===== src/rtl/apb_slv_switch.sv =====
// APB switch: one upstream master routed to NSLV downstream slaves by address map.
// Define APB_SLV_SWITCH_TIMEOUT_EN to force an error response when a slave stalls too long.
`timescale 1ns/1ps

package apb_slv_switch_pkg;

   typedef struct packed {
      logic [31:0] paddr;
      logic        psel;
      logic        penable;
      logic        pwrite;
      logic [31:0] pwdata;
      logic [3:0]  pstrb;
      logic [2:0]  pprot;
   } apb_in_type;

   typedef struct packed {
      logic        pready;
      logic [31:0] prdata;
      logic        pslverr;
   } apb_out_type;

   typedef struct packed {
      logic [63:0] addr_start;
      logic [63:0] addr_end;
   } mapinfo_type;

   // 4 KB windows: UART, PRCI, DMI, GPIO, DDR mgmt, PCIE, PnP
   localparam mapinfo_type [0:6] BUS1_MAP = {
      mapinfo_type'{64'h0000_0000_0001_0000, 64'h0000_0000_0001_1000},
      mapinfo_type'{64'h0000_0000_0001_2000, 64'h0000_0000_0001_3000},
      mapinfo_type'{64'h0000_0000_0001_E000, 64'h0000_0000_0001_F000},
      mapinfo_type'{64'h0000_0000_0006_0000, 64'h0000_0000_0006_1000},
      mapinfo_type'{64'h0000_0000_000C_0000, 64'h0000_0000_000C_1000},
      mapinfo_type'{64'h0000_0000_000C_1000, 64'h0000_0000_000C_2000},
      mapinfo_type'{64'h0000_0000_000F_F000, 64'h0000_0000_0010_0000}
   };

endpackage

module apb_slv_switch
   import apb_slv_switch_pkg::*;
#(
   parameter int                      NSLV           = 7,
   parameter mapinfo_type [0:NSLV-1]  MAP            = BUS1_MAP,
   parameter int                      TIMEOUT_CYCLES = 1023
) (
   input  logic                        i_clk,
   input  logic                        i_nrst,
   input  apb_in_type                  i_apbi,
   output apb_out_type                 o_apbo,
   output apb_in_type                  o_apbi [0:NSLV-1],
   input  apb_out_type                 i_apbo [0:NSLV-1],
   output logic [$clog2(NSLV+1)-1:0]   o_sel_idx
);

   localparam int            SW       = $clog2(NSLV+1);
   localparam logic [SW-1:0] IDX_NONE = SW'(NSLV);

   typedef enum logic [1:0] {
      ST_IDLE   = 2'd0,
      ST_SETUP  = 2'd1,
      ST_ACCESS = 2'd2,
      ST_RESP   = 2'd3
   } state_t;

   state_t        r_state,  w_state_nxt;
   logic [SW-1:0] r_sel,    w_sel_nxt;
   logic [31:0]   r_paddr,  w_paddr_nxt;
   logic          r_pwrite, w_pwrite_nxt;
   logic [31:0]   r_pwdata, w_pwdata_nxt;
   logic [3:0]    r_pstrb,  w_pstrb_nxt;
   logic [2:0]    r_pprot,  w_pprot_nxt;
   logic [31:0]   r_rdata,  w_rdata_nxt;
   logic          r_err,    w_err_nxt;

   logic          w_hit;
   logic          w_match;
   logic [SW-1:0] w_hit_idx;
   apb_out_type   w_slv_rsp;
   logic          w_unused_penable;

   apb_out_type   r_apbo,    w_apbo_nxt;
   apb_in_type    r_apbi     [0:NSLV-1];
   apb_in_type    w_apbi_nxt [0:NSLV-1];
   logic [SW-1:0] r_sel_idx, w_sel_idx_nxt;

`ifdef APB_SLV_SWITCH_TIMEOUT_EN
   localparam int            CW        = $clog2(TIMEOUT_CYCLES+1);
   localparam logic [CW-1:0] CNT_LIMIT = CW'(TIMEOUT_CYCLES);

   logic [CW-1:0] r_cnt, w_cnt_nxt, w_cnt_inc;

   assign w_cnt_inc = r_cnt + CW'(1);
`endif

   // Upstream penable carries no information the FSM needs; psel alone starts a transfer.
   assign w_unused_penable = i_apbi.penable;

   // Address decode; scanning downward leaves the lowest matching index on overlap.
   always_comb begin
      w_hit     = 1'b0;
      w_match   = 1'b0;
      w_hit_idx = IDX_NONE;
      for (int k = NSLV - 1; k >= 0; k--) begin
         w_match   = ({32'h0, i_apbi.paddr} >= MAP[k].addr_start) &&
                     ({32'h0, i_apbi.paddr} <  MAP[k].addr_end);
         w_hit_idx = w_match ? SW'(k) : w_hit_idx;
         w_hit     = w_hit | w_match;
      end
   end

   // Response mux from the currently selected slave.
   always_comb begin
      w_slv_rsp = '0;
      for (int k = 0; k < NSLV; k++) begin
         w_slv_rsp = (r_sel == SW'(k)) ? i_apbo[k] : w_slv_rsp;
      end
   end

   // Transfer FSM next-state and latched-field updates.
   always_comb begin
      w_state_nxt  = r_state;
      w_sel_nxt    = r_sel;
      w_paddr_nxt  = r_paddr;
      w_pwrite_nxt = r_pwrite;
      w_pwdata_nxt = r_pwdata;
      w_pstrb_nxt  = r_pstrb;
      w_pprot_nxt  = r_pprot;
      w_rdata_nxt  = r_rdata;
      w_err_nxt    = r_err;
`ifdef APB_SLV_SWITCH_TIMEOUT_EN
      w_cnt_nxt    = r_cnt;
`endif
      case (r_state)
         ST_IDLE: begin
            if (i_apbi.psel) begin
               w_paddr_nxt  = i_apbi.paddr;
               w_pwrite_nxt = i_apbi.pwrite;
               w_pwdata_nxt = i_apbi.pwdata;
               w_pstrb_nxt  = i_apbi.pstrb;
               w_pprot_nxt  = i_apbi.pprot;
               if (w_hit) begin
                  w_state_nxt = ST_SETUP;
                  w_sel_nxt   = w_hit_idx;
               end else begin
                  w_state_nxt = ST_RESP;
                  w_sel_nxt   = IDX_NONE;
                  w_err_nxt   = 1'b1;
                  w_rdata_nxt = 32'h0;
               end
            end else begin
               w_state_nxt = ST_IDLE;
            end
         end
         ST_SETUP: begin
            w_state_nxt = ST_ACCESS;
`ifdef APB_SLV_SWITCH_TIMEOUT_EN
            w_cnt_nxt   = '0;
`endif
         end
         ST_ACCESS: begin
            // A slave pready in the limit cycle takes priority over the timeout.
            if (w_slv_rsp.pready) begin
               w_state_nxt = ST_RESP;
               w_rdata_nxt = w_slv_rsp.prdata;
               w_err_nxt   = w_slv_rsp.pslverr;
            end
`ifdef APB_SLV_SWITCH_TIMEOUT_EN
            else if (w_cnt_inc == CNT_LIMIT) begin
               w_state_nxt = ST_RESP;
               w_rdata_nxt = 32'hFFFF_FFFF;
               w_err_nxt   = 1'b1;
            end else begin
               w_cnt_nxt   = w_cnt_inc;
            end
`else
            else begin
               w_state_nxt = ST_ACCESS;
            end
`endif
         end
         ST_RESP: begin
            w_state_nxt = ST_IDLE;
            w_sel_nxt   = IDX_NONE;
         end
         default: begin
            w_state_nxt = ST_IDLE;
            w_sel_nxt   = IDX_NONE;
         end
      endcase
   end

   // Output values for the coming cycle, derived from the next state so outputs stay registered.
   always_comb begin
      w_apbo_nxt    = '0;
      w_sel_idx_nxt = IDX_NONE;
      if (w_state_nxt == ST_RESP) begin
         w_apbo_nxt.pready  = 1'b1;
         w_apbo_nxt.prdata  = w_rdata_nxt;
         w_apbo_nxt.pslverr = w_err_nxt;
      end else begin
         w_apbo_nxt = '0;
      end
      if ((w_state_nxt == ST_SETUP) || (w_state_nxt == ST_ACCESS)) begin
         w_sel_idx_nxt = w_sel_nxt;
      end else begin
         w_sel_idx_nxt = IDX_NONE;
      end
      for (int k = 0; k < NSLV; k++) begin
         w_apbi_nxt[k]         = '0;
         w_apbi_nxt[k].paddr   = w_paddr_nxt;
         w_apbi_nxt[k].pwrite  = w_pwrite_nxt;
         w_apbi_nxt[k].pwdata  = w_pwdata_nxt;
         w_apbi_nxt[k].pstrb   = w_pstrb_nxt;
         w_apbi_nxt[k].pprot   = w_pprot_nxt;
         w_apbi_nxt[k].psel    = (w_sel_idx_nxt == SW'(k));
         w_apbi_nxt[k].penable = (w_sel_idx_nxt == SW'(k)) && (w_state_nxt == ST_ACCESS);
      end
   end

   // FSM state and latched transfer fields.
   always_ff @(posedge i_clk or negedge i_nrst) begin
      if (!i_nrst) begin
         r_state  <= ST_IDLE;
         r_sel    <= IDX_NONE;
         r_paddr  <= 32'h0;
         r_pwrite <= 1'b0;
         r_pwdata <= 32'h0;
         r_pstrb  <= 4'h0;
         r_pprot  <= 3'h0;
         r_rdata  <= 32'h0;
         r_err    <= 1'b0;
      end else begin
         r_state  <= w_state_nxt;
         r_sel    <= w_sel_nxt;
         r_paddr  <= w_paddr_nxt;
         r_pwrite <= w_pwrite_nxt;
         r_pwdata <= w_pwdata_nxt;
         r_pstrb  <= w_pstrb_nxt;
         r_pprot  <= w_pprot_nxt;
         r_rdata  <= w_rdata_nxt;
         r_err    <= w_err_nxt;
      end
   end

`ifdef APB_SLV_SWITCH_TIMEOUT_EN
   // ACCESS-phase wait counter.
   always_ff @(posedge i_clk or negedge i_nrst) begin
      if (!i_nrst) begin
         r_cnt <= '0;
      end else begin
         r_cnt <= w_cnt_nxt;
      end
   end
`endif

   // Output registers.
   always_ff @(posedge i_clk or negedge i_nrst) begin
      if (!i_nrst) begin
         r_apbo    <= '0;
         r_sel_idx <= IDX_NONE;
         for (int k = 0; k < NSLV; k++) begin
            r_apbi[k] <= '0;
         end
      end else begin
         r_apbo    <= w_apbo_nxt;
         r_sel_idx <= w_sel_idx_nxt;
         for (int k = 0; k < NSLV; k++) begin
            r_apbi[k] <= w_apbi_nxt[k];
         end
      end
   end

   assign o_apbo    = r_apbo;
   assign o_apbi    = r_apbi;
   assign o_sel_idx = r_sel_idx;

endmodule


===== config.mk =====
export PLATFORM = sky130hd
export DESIGN_NAME = apb_slv_switch
export DESIGN_NICKNAME = d
export VERILOG_FILES = /design/src/rtl/apb_slv_switch.sv
export SDC_FILE = /design/constraint.sdc
export NUM_CORES = 1
export LEC_CHECK = 0
export ABC_AREA = 0
export BUFFER_PORTS_ARGS = -buffer_cell sky130_fd_sc_hd__buf_4
export CAP_MARGIN = 40
export CORE_AREA = 2 2 334 336
export CTS_BUF_LIST = sky130_fd_sc_hd__clkbuf_8 sky130_fd_sc_hd__clkbuf_16
export DETAILED_ROUTE_END_ITERATION = 6
export DIE_AREA = 0 0 336 338
export GPL_TIMING_DRIVEN = 0
export SYNTH_ARGS = -nofsm -noshare
export SYNTH_HDL_FRONTEND = slang
export SYNTH_SLANG_ARGS = --single-unit

===== constraint.sdc =====
create_clock -name i_clk -period 4.36 [get_ports i_clk]
set_input_delay 0.436 -clock i_clk [delete_from_list [all_inputs] [get_ports i_clk]]
set_output_delay 0.436 -clock i_clk [all_outputs]
set_load 0.01 [all_outputs]

==> impl_metrics.json, run 1 <==
{
  "grtUsageMet1": 0.139,
  "final_common_cell": "buf_4",
  "ys_seq_elements": 161,
  "clkLatencyLatePin_ns": 0.48,
  "ys_types": 53,
  "netlist_instances": 1242,
  "busiest_layer": "met2",
  "synthAdderAreaFrac": 0.00525,
  "grt_pass1_wl_mm": 94.0,
  "grtUsageMet2": 0.218,
  "drc": 0,
  "p_comb_frac": 0.716,
  "start_util": 0.108,
  "pre_cts_ws_ns": 0.188,
  "p_switching_mw": 8.34,
  "post_cts_buffers": 0,
  "synthToLayoutAreaGrowth_pct": 77.2,
  "internal_power_mw": 10.2,
  "drt_iter0_drc": 547,
  "die_y_um": 338,
  "routed_wl_mm": 72.3,
  "numPortBuffers": 867,
  "yosysWarnings": 0,
  "pwr-share-clk": 0.092,
  "crit_chain": "inv_1 > ha_1 > and2_1 > clkbuf_1 > nand4_1 > a21boi_0 > o21ai_0 > ha_1 > inv_1 > clkbuf_1 > a31oi_1",
  "hold_violations": 0,
  "tns_ns": 0,
  "clkSinkCount": 161,
  "fillerInstances": 12300,
  "synth_top_family_by_area": "buffers and inverters",
  "grt_pass1_vias": 11800,
  "synthMuxAreaShare": 0.121,
  "finalCritPeriodShare": 0.913,
  "gp_congestion": 0.884,
  "final_nets": 2460,
  "cts-root-buf": "clkbuf_16",
  "clk_pin_slew_ns": 0.08,
  "cts_buffers": 17,
  "htree_levels": 4,
  "cp_slowest_cell": "nand4_1",
  "netSwitchingFraction": 0.450,
  "seqPwrFrac": 0.192,
  "drive_above_1_share": 0.687,
  "rsz0062_at_grt": "no",
  "synth_compound_area_frac": 0.139,
  "slew_violations": 0,
  "synth.net_count": 1561,
  "dr_total_vias": 12500,
  "path_class": "register to register",
  "leakagePower_nw": 10.3,
  "yosys.area_share.simple": 0.0895,
  "coreArea_um2": 110000,
  "hpwl_mm": 62.6,
  "dp.cells": 3609,
  "overflow": 0,
  "ff_latch_area_um2": 4040,
  "ys_async_sr_fraction": 1.00,
  "finalHoldWorstSlack_ns": 0.180,
  "grt.total_usage": 0.121,
  "setup_viol": 0,
  "cts_tree": "built",
  "fin_ws_ns": 0.380,
  "grt_max_degree": 92,
  "seq_area_frac_synth": 0.339,
  "yosys.area_share.xor_xnor": 0,
  "met3_usage": 0.0211,
  "p_per_area_nw_per_um2": 878,
  "crit_path_max_incr_delay_ns": 0.66,
  "dieWidth_um": 336,
  "crit_required_ns": 4.68,
  "via_per_inst": 3.42,
  "finalClockSkew_ns": 0.0107,
  "dr.pass1.iters": 6,
  "final_cell_mix": "buf_4, dfrtp_1, mux2_2",
  "worstPathMaxFanout": 10,
  "min_period_ns": 3.98,
  "final_cell_count_no_fill": 3653,
  "drtAntennaViolNets": 0,
  "max_freq_mhz": 251,
  "hold_class": "input port to register",
  "status": "complete, no violations",
  "worstMarginPinSlew_ns": 0.865,
  "die_area_um2": 114000,
  "rows": 122,
  "crit_arrival_ns": 4.30,
  "syn-cell-area_um2": 11900,
  "avgRoutedWirePerCell_um": 19.8,
  "ios": 869,
  "irDropWorstVdd_uv": 278,
  "grt_antenna_before_repair": 12,
  "worst_setup_path_start_kind": "register",
  "relSlewSlack": 0.423,
  "ys.flop_type": "dfrtp_1",
  "cts.path.max_buffers": 2,
  "max_cap_violations": 0,
  "multi_input_area_um2": 4220,
  "syn_avg_cell_area_um2": 9.59,
  "crit_path_end_kind": "register",
  "synth-edff-count": 0
}
## critical path, delay by kind of cell, from the launching register on
family	cells	cell delay, ns
AO/OA/AOI/OAI	3	1.09
adder cells (fa/ha/maj)	2	0.48
buffers and inverters	4	1.03
flip-flops	1	0.40
AND/OR/NAND/NOR	2	0.80
## power groups by stage
| stage | combinational, mW | sequential [mW] | clock, mW |
|---|---|---|---|
| after detailed placement | 13.5 | 3.64 | 0 |
| after CTS | 13.5 | 3.61 | 1.81 |
| after global routing | 14.1 | 3.70 | 1.85 |
| final | 13.3 | 3.56 | 1.71 |
| after floorplan | 6.87 | 3.06 | 0 |
| after global placement | 13.3 | 3.61 | 0 |
## flip-flops by register name, indices dropped and copies added, names as in the netlist
register / count
r_sel: 3
r_state: 2
r_rdata: 32
o_apbi: 86
o_sel_idx: 3
o_apbo: 34
r_err: 1
## cell usage after synthesis, types with 4 or more instances
library cell	instances	area share
nor2_1	26	0.0082
o21ai_0	31	0.013
a211o_1	13	0.0096
mux2_2	79	0.075
mux2i_1	44	0.037
nor3_1	13	0.0055
a21boi_1	5	0.0032
inv_1	11	0.0035
nor2b_1	8	0.0042
dfrtp_1	155	0.33
a21boi_0	20	0.013
o221ai_1	6	0.0044
buf_2	31	0.013
ha_1	5	0.0053
nand2b_1	9	0.0047
a21oi_1	5	0.0021
mux2_1	4	0.0038
nand3_1	72	0.030
nor4_1	4	0.0021
o22ai_1	26	0.014
o211ai_1	35	0.022
a31oi_1	46	0.024
clkbuf_1	34	0.011
a22oi_1	10	0.0063
buf_4	437	0.28
dfstp_2	6	0.013
and2_1	4	0.0021
a211oi_1	13	0.0082
nand4_1	32	0.017
o22a_1	12	0.0088
nand2_1	10	0.0032
## kinds of logic (layout without fill, tap and decap cells)
| kind of cell | Yosys count | after routing |
|---|---|---|
| AO/OA/AOI/OAI | 236 | 236 |
| adder cells (fa/ha/maj) | 5 | 5 |
| buffers and inverters | 519 | 1431 |
| flip-flops | 161 | 161 |
| multiplexers | 130 | 130 |
| other | 0 | 11 |
| AND/OR/NAND/NOR | 191 | 191 |
## metal layers
layer | share of wire | up-vias | wire, um
li1 | - | 5810 | -
met1 | 0.39 | 5978 | 28500
met2 | 0.52 | 602 | 37300
met3 | 0.056 | 96 | 4050
met4 | 0.034 | 4 | 2460
met5 | 0.00032 | - | 23
## cell type report
cell class / count / share of cell area
timing repair buffer: 880 / 0.316
multi-input combinational: 562 / 0.200
sequential: 161 / 0.191
buffer: 506 / 0.171
tap: 1488 / 0.0882
clock buffer: 17 / 0.0202
clock inverter: 15 / 0.0103
inverter: 13 / 0.00243
antenna: 11 / 0.00130
## path summary, 6_finish.rpt
path                             start           to  slack, ns  cells after the start
setup / recovery            r_state[0]    o_apbo[5]       0.38                     11
hold / removal              i_apbi[32]   o_apbi[32]       0.18                      2
setup reg to reg            r_state[0]    o_apbo[5]       0.38                     11
hold reg to reg            r_rdata[15]  r_rdata[15]       0.55                      2
max in group asynchronous       i_nrst   o_apbi[42]       2.90                      3
min in group asynchronous       i_nrst   o_apbo[21]       0.50                      2
## stage by stage
step / power, mW / util / instance area, um^2
after floorplan: 9.93 / - / 11900
after global placement: 16.9 / 0.184 / 20300
after detailed placement: 17.1 / 0.186 / 20400
after CTS: 18.9 / 0.192 / 21100
after global routing: 19.7 / 0.192 / 21100
final: 18.5 / 0.192 / 21100
## what timing repair did
action | CTS | global route
hold endpoints to repair | 70 | 0
hold buffers | 1 | 0
resized for setup | 0 | 0
(Power assumes the default switching activity.)
==> inputs of run 2 (changes only) <==
--- a/config.mk
+++ b/config.mk
@@ -13,6 +13,8 @@
 export DETAILED_ROUTE_END_ITERATION = 6
 export DIE_AREA = 0 0 336 338
 export GPL_TIMING_DRIVEN = 0
+export REMOVE_ABC_BUFFERS = 1
+export SLEW_MARGIN = 30
 export SYNTH_ARGS = -nofsm -noshare
 export SYNTH_HDL_FRONTEND = slang
 export SYNTH_SLANG_ARGS = --single-unit
==> run 2 against run 1 <==
Compared with the run above:
- sequential share of layout area grew 3.6 points
- first-iteration DRC count fell by 18%
- die area is the same
- critical path depth down 1
- clock skew grew 0.024 ns
- core utilization shrank 3.0 points
- setup slack worse by 0.17 ns
- largest power group unchanged
==> impl_metrics.json, run 2 (same netlist as run 1, synthesis figures left out) <==
{
  "status": "complete, no violations",
  "max_freq_mhz": 241,
  "largest_reg_flops": 86,
  "overflow": 0,
  "worstMarginPinSlew_ns": 0.827,
  "path_class": "register to register",
  "slew_violations": 0,
  "cts_tree": "built",
  "crit_arrival_ns": 4.49,
  "final_common_cell": "buf_4",
  "synthToLayoutAreaGrowth_pct": 49.7,
  "grt.total_usage": 0.114,
  "hold_violations": 0,
  "final_nets": 1967,
  "grt_antenna_before_repair": 8,
  "grt_max_degree": 71,
  "finalClockSkew_ns": 0.0345,
  "netSwitchingFraction": 0.507,
  "dieWidth_um": 336,
  "dr.pass1.iters": 4,
  "routed_wl_mm": 68.6,
  "cts-root-buf": "clkbuf_16",
  "crit_path_end_kind": "register",
  "fin_ws_ns": 0.208,
  "hold_class": "input port to register",
  "grt_pass1_vias": 10400,
  "hold-path-cell-count": 2,
  "drc": 0,
  "htree_levels": 4,
  "max_cap_violations": 0,
  "dr_total_vias": 11000,
  "die_area_um2": 114000,
  "drt_iter0_drc": 451,
  "p_switching_mw": 8.00,
  "via_per_inst": 3.49,
  "worstPathMaxFanout": 51,
  "relSlewSlack": 0.446,
  "internal_power_mw": 7.79,
  "drive_above_1_share": 0.625,
  "reg2reg_setup_slack_ns": 0.21,
  "rr_worst_depth": 10,
  "clkSinkCount": 161,
  "cts.path.max_buffers": 2,
  "cts_buffers": 17,
  "finalCritPeriodShare": 0.952,
  "finalPower_mw": 15.8,
  "avgRoutedWirePerCell_um": 21.7,
  "die_y_um": 338,
  "ios": 869,
  "clk_pin_slew_ns": 0.11,
  "pwr-share-clk": 0.103,
  "grt_pass1_wl_mm": 86.8,
  "setup_viol": 0,
  "rsz0062_at_grt": "no",
  "pre_cts_ws_ns": -0.344,
  "numPortBuffers": 867,
  "min_period_ns": 4.15,
  "p_per_area_nw_per_um2": 885,
  "irDropWorstVdd_uv": 470,
  "hpwl_mm": 56.4,
  "leakagePower_nw": 8.16,
  "worst_setup_path_start_kind": "register",
  "seqPwrFrac": 0.253,
  "crit_required_ns": 4.70,
  "tns_ns": 0,
  "start_util": 0.108,
  "gp_congestion": 0.816,
  "p_comb_frac": 0.645,
  "fillerInstances": 12400,
  "rows": 122,
  "coreArea_um2": 110000,
  "drtAntennaViolNets": 0,
  "clkLatencyLatePin_ns": 0.51,
  "final_cell_mix": "buf_4, dfrtp_1, mux2_2"
}
[run 2: per-layer routing]
layer,up-vias,global-route usage,wire [um]
met5,-,0,8
met4,2,0.0494,2500
met3,78,0.0360,5400
met2,627,0.187,32500
met1,5479,0.136,28200
li1,4835,-,-
[run 2: critical path, cell delays in order (launching register included)]
cell	delay, ns
dfstp_4	1.02
buf_12	0.32
nor2_1	0.08
a21oi_1	0.27
a21o_2	0.39
buf_12	0.24
a31oi_2	0.19
ha_1	0.40
and3b_1	0.25
o211ai_1	0.30
nor3_1	0.45
[run 2: power groups by stage]
stage	sequential, mW	combinational, mW	clock, mW
2_1_floorplan	4.43	2.49	0
3_3_place_gp	4.20	9.68	0
3_5_place_dp	4.08	10.2	0
4_1_cts	3.97	10.4	1.72
5_1_grt	4.06	10.9	1.75
6_report	3.99	10.2	1.62
[run 2: path summary, 6_finish.rpt]
path	startpoint	end
max reg2reg	r_sel[2]	o_apbi[484]
max in group asynchronous	i_nrst	r_rdata[16]
max	r_sel[2]	o_apbi[484]
min reg2reg	r_rdata[23]	r_rdata[23]
min in group asynchronous	i_nrst	o_apbi[23]
min	i_apbi[24]	o_apbi[24]
[run 2: layout make-up]
type                       count  area [um^2]  area share
timing repair buffer         893         6960       0.390
multi-input combinational    562         4290       0.241
sequential                   161         4050       0.227
tap                         1488         1860       0.104
clock buffer                  17          425      0.0239
clock inverter                15          164     0.00919
inverter                      13         56.3     0.00316
antenna                       10         25.0     0.00140
[run 2: per-stage QoR]
step	std cells	hold WS, ns	utilization	cell area [um^2]
after floorplan	736	0.140	-	8310
after global placement	3091	0.507	0.152	16700
after detailed placement	3114	0.338	0.156	17200
after CTS	3149	0.0817	0.162	17800
after global routing	3153	0.0990	0.162	17800
final	3159	0.141	0.162	17800
[run 2: repair_timing]
item                       CTS  global route
resized for setup            3             0
setup buffers                2             0
hold buffers                 1             0
setup endpoints to repair   48             0
hold endpoints to repair    38             0
